[src/rtl/boid_fix_pkg.sv]
// boid_fix_pkg: shared signed fixed-point format and divider FSM states.
package boid_fix_pkg;
  localparam int FIX_WIDTH = 32;
  localparam int FIX_FRAC = 15;
  typedef enum logic [1:0] {IDLE = 2'd0, CALC = 2'd1, DONE = 2'd2} div_state_e;
endpackage

[src/rtl/fix_div_step.sv]
// fix_div_step: one restoring-division step, shift in a dividend bit and conditionally subtract.
module fix_div_step #(
  parameter int WIDTH = 32
) (
  input  logic [WIDTH-1:0] rem_i,
  input  logic             bit_i,
  input  logic [WIDTH-1:0] den_i,
  output logic [WIDTH-1:0] rem_o,
  output logic             q_o
);
  logic [WIDTH:0] trial;
  always_comb begin
    trial = {rem_i, bit_i};
    q_o = trial >= {1'b0, den_i};
    rem_o = q_o ? WIDTH'(trial - {1'b0, den_i}) : trial[WIDTH-1:0];
  end
endmodule

[src/rtl/fix_seq_divider.sv]
// fix_seq_divider: sequential signed fixed-point divider, one quotient bit per cycle,
// with divide-by-zero flag and saturation to the signed range.
module fix_seq_divider
  import boid_fix_pkg::*;
#(
  parameter int WIDTH = FIX_WIDTH,
  parameter int FRAC  = FIX_FRAC
) (
  input  logic             clk,
  input  logic             reset,
  input  logic             in_valid,
  output logic             in_ready,
  input  logic [WIDTH-1:0] num,
  input  logic [WIDTH-1:0] den,
  output logic             out_valid,
  input  logic             out_ready,
  output logic [WIDTH-1:0] quot,
  output logic             div_zero,
  output logic             sat
);
  localparam int ITER = WIDTH + FRAC;
  localparam int CW = $clog2(ITER + 1);
  div_state_e state_q, state_d;
  logic [CW-1:0] cnt_q, cnt_d;
  logic [WIDTH-1:0] rem_q, rem_d, den_q, den_d, quot_q, quot_d, num_mag, den_mag, rem_nx;
  logic [ITER-1:0] quo_q, quo_d, quo_nx;
  logic neg_q, neg_d, dz_q, dz_d, sat_q, sat_d, q_bit, ovf;
  // quo_q shifts dividend bits out of the top while quotient bits enter at the bottom
  fix_div_step #(.WIDTH(WIDTH)) u_step (
    .rem_i(rem_q),
    .bit_i(quo_q[ITER-1]),
    .den_i(den_q),
    .rem_o(rem_nx),
    .q_o  (q_bit)
  );
  always_comb begin
    num_mag = num[WIDTH-1] ? -num : num;
    den_mag = den[WIDTH-1] ? -den : den;
    quo_nx = {quo_q[ITER-2:0], q_bit};
    ovf = neg_q ? ((quo_nx >> WIDTH) != '0 || (quo_nx[WIDTH-1] && quo_nx[WIDTH-2:0] != '0))
                : (quo_nx >> (WIDTH-1)) != '0;
    state_d = state_q;
    cnt_d = cnt_q;
    rem_d = rem_q;
    den_d = den_q;
    quo_d = quo_q;
    neg_d = neg_q;
    quot_d = quot_q;
    dz_d = dz_q;
    sat_d = sat_q;
    if (state_q == IDLE && in_valid) begin
      state_d = den == '0 ? DONE : CALC;
      cnt_d = '0;
      rem_d = '0;
      den_d = den_mag;
      quo_d = {num_mag, {FRAC{1'b0}}};
      neg_d = num[WIDTH-1] ^ den[WIDTH-1];
      quot_d = '0;
      dz_d = den == '0;
      sat_d = 1'b0;
    end else if (state_q == CALC) begin
      cnt_d = cnt_q + CW'(1);
      rem_d = rem_nx;
      quo_d = quo_nx;
      if (cnt_q == CW'(ITER - 1)) begin
        state_d = DONE;
        sat_d = ovf;
        quot_d = ovf ? {neg_q, {(WIDTH-1){~neg_q}}}
                     : (neg_q ? -quo_nx[WIDTH-1:0] : quo_nx[WIDTH-1:0]);
      end
    end else if (state_q == DONE && out_ready) begin
      state_d = IDLE;
    end
  end
  always_ff @(posedge clk or negedge reset) begin
    if (!reset) begin
      state_q <= IDLE;
      cnt_q <= '0;
      rem_q <= '0;
      den_q <= '0;
      quo_q <= '0;
      neg_q <= 1'b0;
      quot_q <= '0;
      dz_q <= 1'b0;
      sat_q <= 1'b0;
    end else begin
      state_q <= state_d;
      cnt_q <= cnt_d;
      rem_q <= rem_d;
      den_q <= den_d;
      quo_q <= quo_d;
      neg_q <= neg_d;
      quot_q <= quot_d;
      dz_q <= dz_d;
      sat_q <= sat_d;
    end
  end
  assign in_ready = state_q == IDLE;
  assign out_valid = state_q == DONE;
  assign quot = quot_q;
  assign div_zero = dz_q;
  assign sat = sat_q;
endmodule

[config.mk]
export PLATFORM = sky130hd
export DESIGN_NAME = fix_seq_divider
export DESIGN_NICKNAME = d
export VERILOG_FILES = /design/src/rtl/boid_fix_pkg.sv /design/src/rtl/fix_div_step.sv /design/src/rtl/fix_seq_divider.sv
export SDC_FILE = /design/constraint.sdc
export NUM_CORES = 1
export LEC_CHECK = 0
export ABC_AREA = 1
export CAP_MARGIN = 20
export CORE_ASPECT_RATIO = 1.25
export CORE_MARGIN = 2
export CORE_UTILIZATION = 45
export DETAILED_ROUTE_END_ITERATION = 8
export PLACE_DENSITY = 0.63
export SYNTH_ARGS = -nofsm -noshare
export SYNTH_HDL_FRONTEND = slang
export SYNTH_SLANG_ARGS = --single-unit
[constraint.sdc]
create_clock -name clk -period 3.3 [get_ports clk]
set_input_delay 0.66 -clock clk [delete_from_list [all_inputs] [get_ports clk]]
set_output_delay 0.66 -clock clk [all_outputs]
set_load 0.03 [all_outputs]
* After elaboration in Yosys (flattened, before gate mapping)
Cells that the tools add are included.
** Cells by class
- Add/subtract/negate cells :: 5
- Magnitude comparators :: 1
- Equal/unequal tests :: 4
- Muxes and demuxes :: 23
- Bitwise logic cells :: 2
- Reduce and logical (&&, ||, !) cells :: 14
** Operators by type and width (number)
- $mux 32 :: 10
- $neg 32->32 :: 3
- $mux 47 :: 2
- $reduce_bool 47->1 :: 2
- $ge 33x32->1 :: 1
- $logic_not 32->1 :: 1
- $sub 32x32->32 :: 1
- $reduce_bool 31->1 :: 1
- $mux 6 :: 2
- $mux 2 :: 5
- $add 6x1->6 const B :: 1
- $eq 6x6->1 const B :: 1
- $mux 1 :: 4
- $reduce_and 2->1 :: 2
- $reduce_bool 2->1 :: 2
- $logic_and 1x1->1 :: 3
- $ne 3x2->1 const B :: 1
- $reduce_bool 3->1 :: 1
- $eq 2x1->1 const B :: 1
- $eq 2x2->1 const B :: 1
- $logic_not 2->1 :: 1
- $logic_or 1x1->1 :: 1
- $not 1->1 :: 1
- $xor 1x1->1 :: 1
** Storage, ports and cells
- Register bits after elaboration :: 154
- Input port bits :: 68
- Output and inout port bits :: 36

* Depth between registers and ports, before layout
Gate-level depths: netlist of run 1.
- Word-level depth :: 9
- Depth in mapped cells :: 26
- Gate-level depth less buffers :: 25

* By module
From an unflattened synthesis of run 1, not the netlist that was laid out.
** Unflattened totals
- Cell total of the unflattened synthesis :: 1824
- Area total of the unflattened synthesis :: 11994.0 µm²
** By module, submodules not included
- fix_seq_divider :: times used 1, cells each 1170, area each 8773.4 µm², seq. area each 3853.7 µm²
- fix_div_step :: times used 1, cells each 654, area each 3220.6 µm², seq. area each 0.0 µm²

* Worst setup path before layout of run 1
Ideal clock, no wire load.
- Path kind :: register to register
- From :: reg rem_q[7]
- To :: reg quot_q[6], in the netlist quot[6]
- Arrival time :: 2929 ps
- Data required time :: 3177 ps
- Slack :: 248 ps
- Cell stages (with the launch flop) :: 22
- Path buffers :: 2
- Period minus slack after synthesis :: 3052 ps
- Cells stage by stage :: dfrtp_1 > ha_1 > a21oi_1 > and2_1 > nand2_1 > nand2_1 > nand3_2 > nand2_4 > nand2_8 > inv_8 > buf_6 > ha_1 > nand4_2 > nor3_4 > nand2_1 > o21ai_1 > a21oi_2 > inv_2 > nand2_4 > buf_6 > o21ai_0 > nand2_1
** On the way
- Cells in the longest elaborated chain, start to end :: 9
- Elaborated cells on any way between the ends :: 11
** Ends and longest elaborated chain
- start, declared :: line fix_seq_divider.sv:25 : logic [WIDTH-1:0] rem_q, rem_d, den_q, den_d, quot_q, quot_d, num_mag, den_mag, rem_nx;
- start signal, assigned :: line fix_seq_divider.sv:89 : rem_q <= rem_d;
- $ge 33x32->1 (*) :: line fix_div_step.sv:14 : q_o = trial >= {1'b0, den_i};
- branches (longest 4 deep; another with $neg 32->32)
- $mux 32 (*) :: line fix_seq_divider.sv:68 : quot_d = ovf ? {neg_q, {(WIDTH-1){~neg_q}}}
- $mux 32 (*) :: line fix_seq_divider.sv:65 : if (cnt_q == CW'(ITER - 1)) begin
- $mux 32 (*) :: line fix_seq_divider.sv:61 : end else if (state_q == CALC) begin
- $mux 32 (*) :: line fix_seq_divider.sv:51 : if (state_q == IDLE && in_valid) begin
- end signal, assigned :: line fix_seq_divider.sv:93 : quot_q <= quot_d;
- end, declared :: line fix_seq_divider.sv:25
Mark *: on every way between the ends. The select of a mux whose other input is x is not followed.
A chain may end at the register's enable or synchronous reset.

* Worst setup path after layout of run 1
- From :: reg rem_q[1]
- To :: reg quot_q[25], in the netlist quot[25]
Same word-level chain as after synthesis.

==> reports/results.tsv, run 1 <==
metric	value	unit
synth_top_area_frac	0.355	
fillers	2267	
path_common_cell	nand2_1	
swShare	0.484	
dp.cells	1907	
layout.cells.non_filler	1956	
synth_area_leaders	dfrtp_1 36%, nand2_1 13%, inv_1 6.0%	
synth_compound_area_frac	0.179	
comb_power_share	0.628	
overflow	0	
critical-path-top-delay-family	simple AND/OR/NAND/NOR gates	
nNetsFinal	1724	
p_clk_frac	0.141	
drt-pass1-iter-count	5	
pre_cts_ws	64.5	ps
synth_top_cell_by_area	dfrtp_1	
antenna_found_initial	0	
ys.flop_type	dfrtp_1	
cp.depth	23	
clk_latency	430	ps
syn_avg_cell_area	7.18	µm²
worstMarginPinSlew	651	ps
p_per_area	1050	nW/µm²
coreArea	23700	µm²
via_count	10370	
p_leak	6.20	nW
final_cell_mix	347 x nand2_1, 153 x dfrtp_1, 149 x inv_1	
cts-root-buf	clkbuf_16	
critPathSlowestCell	dfrtp_1	
hp-class	in2async	
startpoint_type	flip-flop	
htreeDepth	4	
reg2reg_depth	23	
layout_commonest_cell	nand2_1	
r2r_start	rem_q[1]	
post-route-period-util	0.956	
ant_nets	0	
critical_path.max_fanout	5	
dpl.hpwl	22700	µm
power_frac_seq	0.231	
cp-end-kind	flip-flop	
antenna_cells	0	
crit_arrival	3480	ps
slew_headroom	0.561	
r2r_slack	140	ps
grt_pass1_vias	9815	
syn_area	10900	µm²
fin_skew	14.9	ps
netlist_instances	1512	
place_congestion	0.933	
synthSimpleGateAreaFrac	0.285	
fin_setup_tns	0	ps
ys_types	56	
final_max_slew_viol_count	0	
cts_tree	built	
ctsLongestPathBuffers	2	
synth_fa_ha_area_frac	0.0445	
synth-seq-cells	154	
io_pins	104	
layout.area.seq	3850	µm²
status	complete, no violations	
setup-violations-final	0	
timing.final.ws_setup	144	ps
grt_pass1_wl	49100	µm
finalPower	0.0142	W
cpPeakStageDelay	420	ps
peakVddDrop	688	µV
synth_top_family_by_area	simple AND/OR/NAND/NOR gates	
drt_iter0_drc	615	
rows	63	
startpoint	rem_q[1]	
synth_nets	1618	
maxCapViolCount	0	
multi_input_area	6610	µm²
start_util	0.457	
layout-drive-gt1-share	0.135	
synth_seq_area_share	0.355	
area_growth	24.5	%
clkSinkCount	154	
worstReg2RegEnd	quot[25]	
vias_per_cell	5.30	
routedWlPerCell	15.8	µm
dieArea	25400	µm²
cellInternalPower	0.00730	W
yosys_warnings	0	
endpoint	quot[25]	
synth_edf_count	0	
fin_crit	3160	ps
async_flop_share	1.00	
cp.required	3620	ps
drcViolationCount	0	
track_usage	0.244	
die_width	143	µm
hold_ws	193	ps
die_h	178	µm
crit_type	reg2reg	
clkSlewWorstSetupHoldPaths	70	ps
synth_mux_area_frac	0	
finalHoldViolations	0	
synth-xor-area-share	0.0500	
max_freq	317	MHz
netSwitchingPower	0.00685	W
grt_max_degree	65	
cts_buffers	17	
crit_chain	ha_4 -> nand2_2 -> nand2_2 -> nand2_1 -> nand2_2 -> nand2_2 -> nand2_1 -> nand2_1 -> nand3_2 -> nand2_4 -> nand2_8 -> inv_8 -> ha_4 -> nand4_4 -> nor3_4 -> nand2_1 -> o21ai_2 -> a21oi_4 -> nor2_4 -> clkbuf_16 -> nand2_1 -> o21ai_1 -> nand2_1	
port_buffers	103	
wirelength	30900	µm
path_buf_inv	2	
worst reg2reg max path: cells and delay by family (launching register included):
family / cells / cell delay, ps
buffers and inverters: 2 / 250
adder cells (fa/ha/maj): 2 / 410
AO/OA/AOI/OAI: 3 / 380
AND/OR/NAND/NOR: 16 / 1590
flip-flops: 1 / 420
through the flow:
stage	area, µm²	utilization
finish	13500	0.569
global route	13500	0.569
CTS	12800	0.541
detailed placement	12200	0.516
global placement	12200	0.516
floorplan	10900	-
final cells by class:
type | instances | share of cell area
Clock inverter | 11 | 0.0101
Clock buffer | 21 | 0.0341
Inverter | 181 | 0.0510
Tap cell | 325 | 0.0301
Sequential cell | 154 | 0.285
Multi-Input combinational cell | 1125 | 0.489
Timing Repair Buffer | 139 | 0.100
logic make-up after synthesis:
group	after synthesis
AO/OA/AOI/OAI	335
XOR/XNOR	62
adder cells (fa/ha/maj)	38
buffers and inverters	234
flip-flops	154
AND/OR/NAND/NOR	689
flip-flops by register name, indices dropped and copies added, names as in the netlist:
register and count:
cnt_q 6, quo_q 47, neg_q 1, state_q 2, sat 1, quot 32
rem_q 32, div_zero 1, den_q 32
Yosys cell counts, drive strengths merged (4+ instances only):
| cell type | count |
|---|---|
| nand2 | 382 |
| inv | 181 |
| dfrtp | 154 |
| o21ai | 153 |
| nor2 | 152 |
| a21oi | 88 |
| nand3 | 87 |
| xor2 | 43 |
| ha | 37 |
| clkbuf | 35 |
| nor3 | 26 |
| a22oi | 24 |
| nand4 | 20 |
| xnor2 | 19 |
| buf | 18 |
| o22ai | 17 |
| o21bai | 14 |
| nand3b | 13 |
| o211ai | 8 |
| o221ai | 8 |
| nor4 | 6 |
| a21o | 5 |
| a31oi | 5 |
| o31ai | 4 |
worst min-delay path by stage:
| stage | slack (ps) | startpoint | to |
|---|---|---|---|
| 2_1_floorplan | 360 | reset | cnt_q[0] |
| 3_3_place_gp | 460 | quot[31] | quot[31] |
| 3_5_place_dp | 460 | quot[28] | quot[28] |
| 4_1_cts | 220 | reset | den_q[13] |
| 5_1_grt | 240 | reset | den_q[13] |
| 6_report | 190 | reset | den_q[13] |
power groups by stage:
stage          Combinational (W)  Clock (W)  Sequential [W]
2_1_floorplan            0.00594          0         0.00304
3_3_place_gp             0.00763          0         0.00316
3_5_place_dp             0.00772          0         0.00318
4_1_cts                  0.00777    0.00204         0.00315
5_1_grt                  0.00993    0.00213         0.00335
6_report                 0.00889    0.00199         0.00327
per-layer routing:
| metal | vias to the layer above | GRT usage | wire, µm |
|---|---|---|---|
| met5 | - | 0 | 0 |
| met4 | 0 | 0.0796 | 926 |
| met3 | 60 | 0.0372 | 1190 |
| met2 | 269 | 0.433 | 15700 |
| met1 | 4830 | 0.303 | 13100 |
| li1 | 5211 | - | - |
what timing repair did:
item,4_1_cts,5_1_grt
buffers inserted,0,15
resized for setup,0,104
hold buffers,0,0
endpoints found under the setup margin,0,33
No activity file was read; power rests on OpenSTA's default activity.
==> run 2: changes to the inputs <==
- PLACE_DENSITY: 0.63 -> 0.65
==> reports/results.tsv, run 2 (same netlist as run 1, synthesis figures left out) <==
metric	value	unit	change
setup-violations-final	0		unchanged
clk_latency	440	ps	was 430 ps
slew_headroom	0.581		was 0.561
crit_type	reg2reg		unchanged
p_per_area	1030	nW/µm²	was 1050 nW/µm²
die_width	143	µm	unchanged
cp-end-kind	flip-flop		unchanged
final_max_slew_viol_count	0		unchanged
area_growth	21.8	%	was 24.5%
antenna_found_initial	0		unchanged
io_pins	104		unchanged
critPathSlowestCell	dfrtp_1		unchanged
hold_ws	130	ps	was 193 ps
endpoint	quot[18]		was quot[25]
grt_max_degree	61		was 65
crit_arrival	3470	ps	was 3480 ps
die_h	178	µm	unchanged
maxCapViolCount	0		unchanged
startpoint	den_q[27]		was rem_q[1]
cts_buffers	17		unchanged
dieArea	25400	µm²	unchanged
place_congestion	0.935		was 0.933
cp.required	3630	ps	was 3620 ps
rows	63		unchanged
largest_register_ffs	47		unchanged
worstMarginPinSlew	629	ps	was 651 ps
worstReg2RegEnd	quot[18]		was quot[25]
crit_chain	inv_1 -> ha_4 -> buf_4 -> nand2_2 -> nor2_2 -> nand3_1 -> nor2_1 -> nand2_1 -> nand2_1 -> nor2_4 -> nand2_8 -> inv_8 -> ha_4 -> nand4_4 -> nor3_4 -> nand2_1 -> o21ai_2 -> a21oi_2 -> nor2_4 -> buf_12 -> nand3_1 -> a22o_1		was ha_4 -> nand2_2 -> nand2_2 -> nand2_1 -> nand2_2 -> nand2_2 -> nand2_1 -> nand2_1 -> nand3_2 -> nand2_4 -> nand2_8 -> inv_8 -> ha_4 -> nand4_4 -> nor3_4 -> nand2_1 -> o21ai_2 -> a21oi_4 -> nor2_4 -> clkbuf_16 -> nand2_1 -> o21ai_1 -> nand2_1
layout_commonest_cell	nand2_1		unchanged
peakVddDrop	566	µV	was 688 µV
r2r_start	den_q[27]		was rem_q[1]
ant_nets	0		unchanged
vias_per_cell	5.26		was 5.30
reg2reg_depth	22		was 23
use_met1	0.293		was 0.303
final_cell_mix	356 x nand2_1, 173 x inv_1, 154 x dfrtp_1		was 347 x nand2_1, 153 x dfrtp_1, 149 x inv_1
via_count	10241		was 10,370
max_freq	318	MHz	was 317 MHz
cpPeakStageDelay	360	ps	was 420 ps
grtUsageMet2	0.443		was 0.433
finalHoldViolations	0		unchanged
dpl.hpwl	22500	µm	was 22,700 µm
grt_pass1_vias	10087		was 9,815
drt-pass1-iter-count	7		was 5
status	complete, no violations		unchanged
fin_crit	3140	ps	was 3160 ps
cts-root-buf	clkbuf_16		unchanged
wirelength	30100	µm	was 30,900 µm
r2r_slack	160	ps	was 140 ps
antenna_cells	0		unchanged
fin_skew	9.22	ps	was 14.9 ps
met3_usage	0.0353		was 0.0372
fillers	2305		was 2,267
critical_path.max_fanout	10		was 5
busiest_layer	met2		unchanged
track_usage	0.245		was 0.244
clkSlewWorstSetupHoldPaths	70	ps	about the same
routedWlPerCell	15.5	µm	was 15.8 µm
htreeDepth	4		unchanged
startpoint_type	flip-flop		unchanged
overflow	0		unchanged
coreArea	23700	µm²	unchanged
drt_iter0_drc	601		was 615
grt_pass1_wl	49100	µm	about the same
place_area	12300	µm²	was 12,200 µm²
largest_register	quo_q		unchanged
post-route-period-util	0.953		was 0.956
clkSinkCount	154		unchanged
drcViolationCount	0		unchanged
ctsLongestPathBuffers	2		unchanged
layout-drive-gt1-share	0.104		was 0.135
path_common_cell	nand2_1		unchanged
final_cell_area	13200	µm²	was 13,500 µm²
rsz0062_at_grt	true		
port_buffers	103		unchanged
p_leak	6.14	nW	was 6.20 nW
start_util	0.457		unchanged
cts_tree	built		unchanged
nNetsFinal	1715		was 1,724
hp-class	in2async		unchanged
[run 2: through the flow]
step / power [W] / TNS, ps / cells / worst slack, ps / util
after floorplan: 0.00897 / 0 / 1512 / 248 / -
after global placement: 0.0109 / 0 / 1910 / 104 / 0.517
after detailed placement: 0.0110 / 0 / 1910 / 48.7 / 0.517
after CTS: 0.0130 / 0 / 1942 / 29.3 / 0.542
after global routing: 0.0149 / -1040 / 1947 / -97.8 / 0.557
final: 0.0136 / 0 / 1947 / 156 / 0.557
[run 2: how the worst min path moves through the flow]
stage,from,endpoint,slack (ps),cells after the start
floorplan,reset,cnt_q[0],360,0
global placement,quot[13],quot[13],460,2
detailed placement,quot[16],quot[16],470,2
CTS,reset,den_q[16],140,1
global route,reset,rem_q[10],160,1
finish,reset,den_q[16],130,1
[run 2: metal layers]
metal	vias to the layer above	part of all wire	routed length, µm
met4	0	0.027	800
met2	258	0.51	15500
li1	5204	-	-
met1	4725	0.42	12700
met5	-	0	0
met3	54	0.037	1110
[run 2: cell type report]
type	instances	area [µm²]	share of cell area
multi-input combinational	1124	6390	0.483
clock inverter	11	109	0.00823
timing repair buffer	131	1290	0.0978
sequential	154	3850	0.292
clock buffer	21	480	0.0363
tap	325	407	0.0308
inverter	181	687	0.0520
[run 2: timing repair]
item | CTS | global route
gates resized for setup | 0 | 53
endpoints found under the hold margin | 0 | 0
buffers inserted | 0 | 5
endpoints found under the setup margin | 0 | 33
hold buffers | 0 | 0
[run 2: power breakdown]
part,internal (W),switching (W)
Combinational,0.00323,0.00522
Clock,0.00113,0.000836
Sequential,0.00259,0.000621
Total,0.00695,0.00667
[run 2: critical path, delay by kind of cell, from the launching register on]
family	cells	cell delay (ps)
compound gates	3	430
fa+ha+maj	2	360
buf+inv	4	460
flops	1	360
simple gates	13	1430
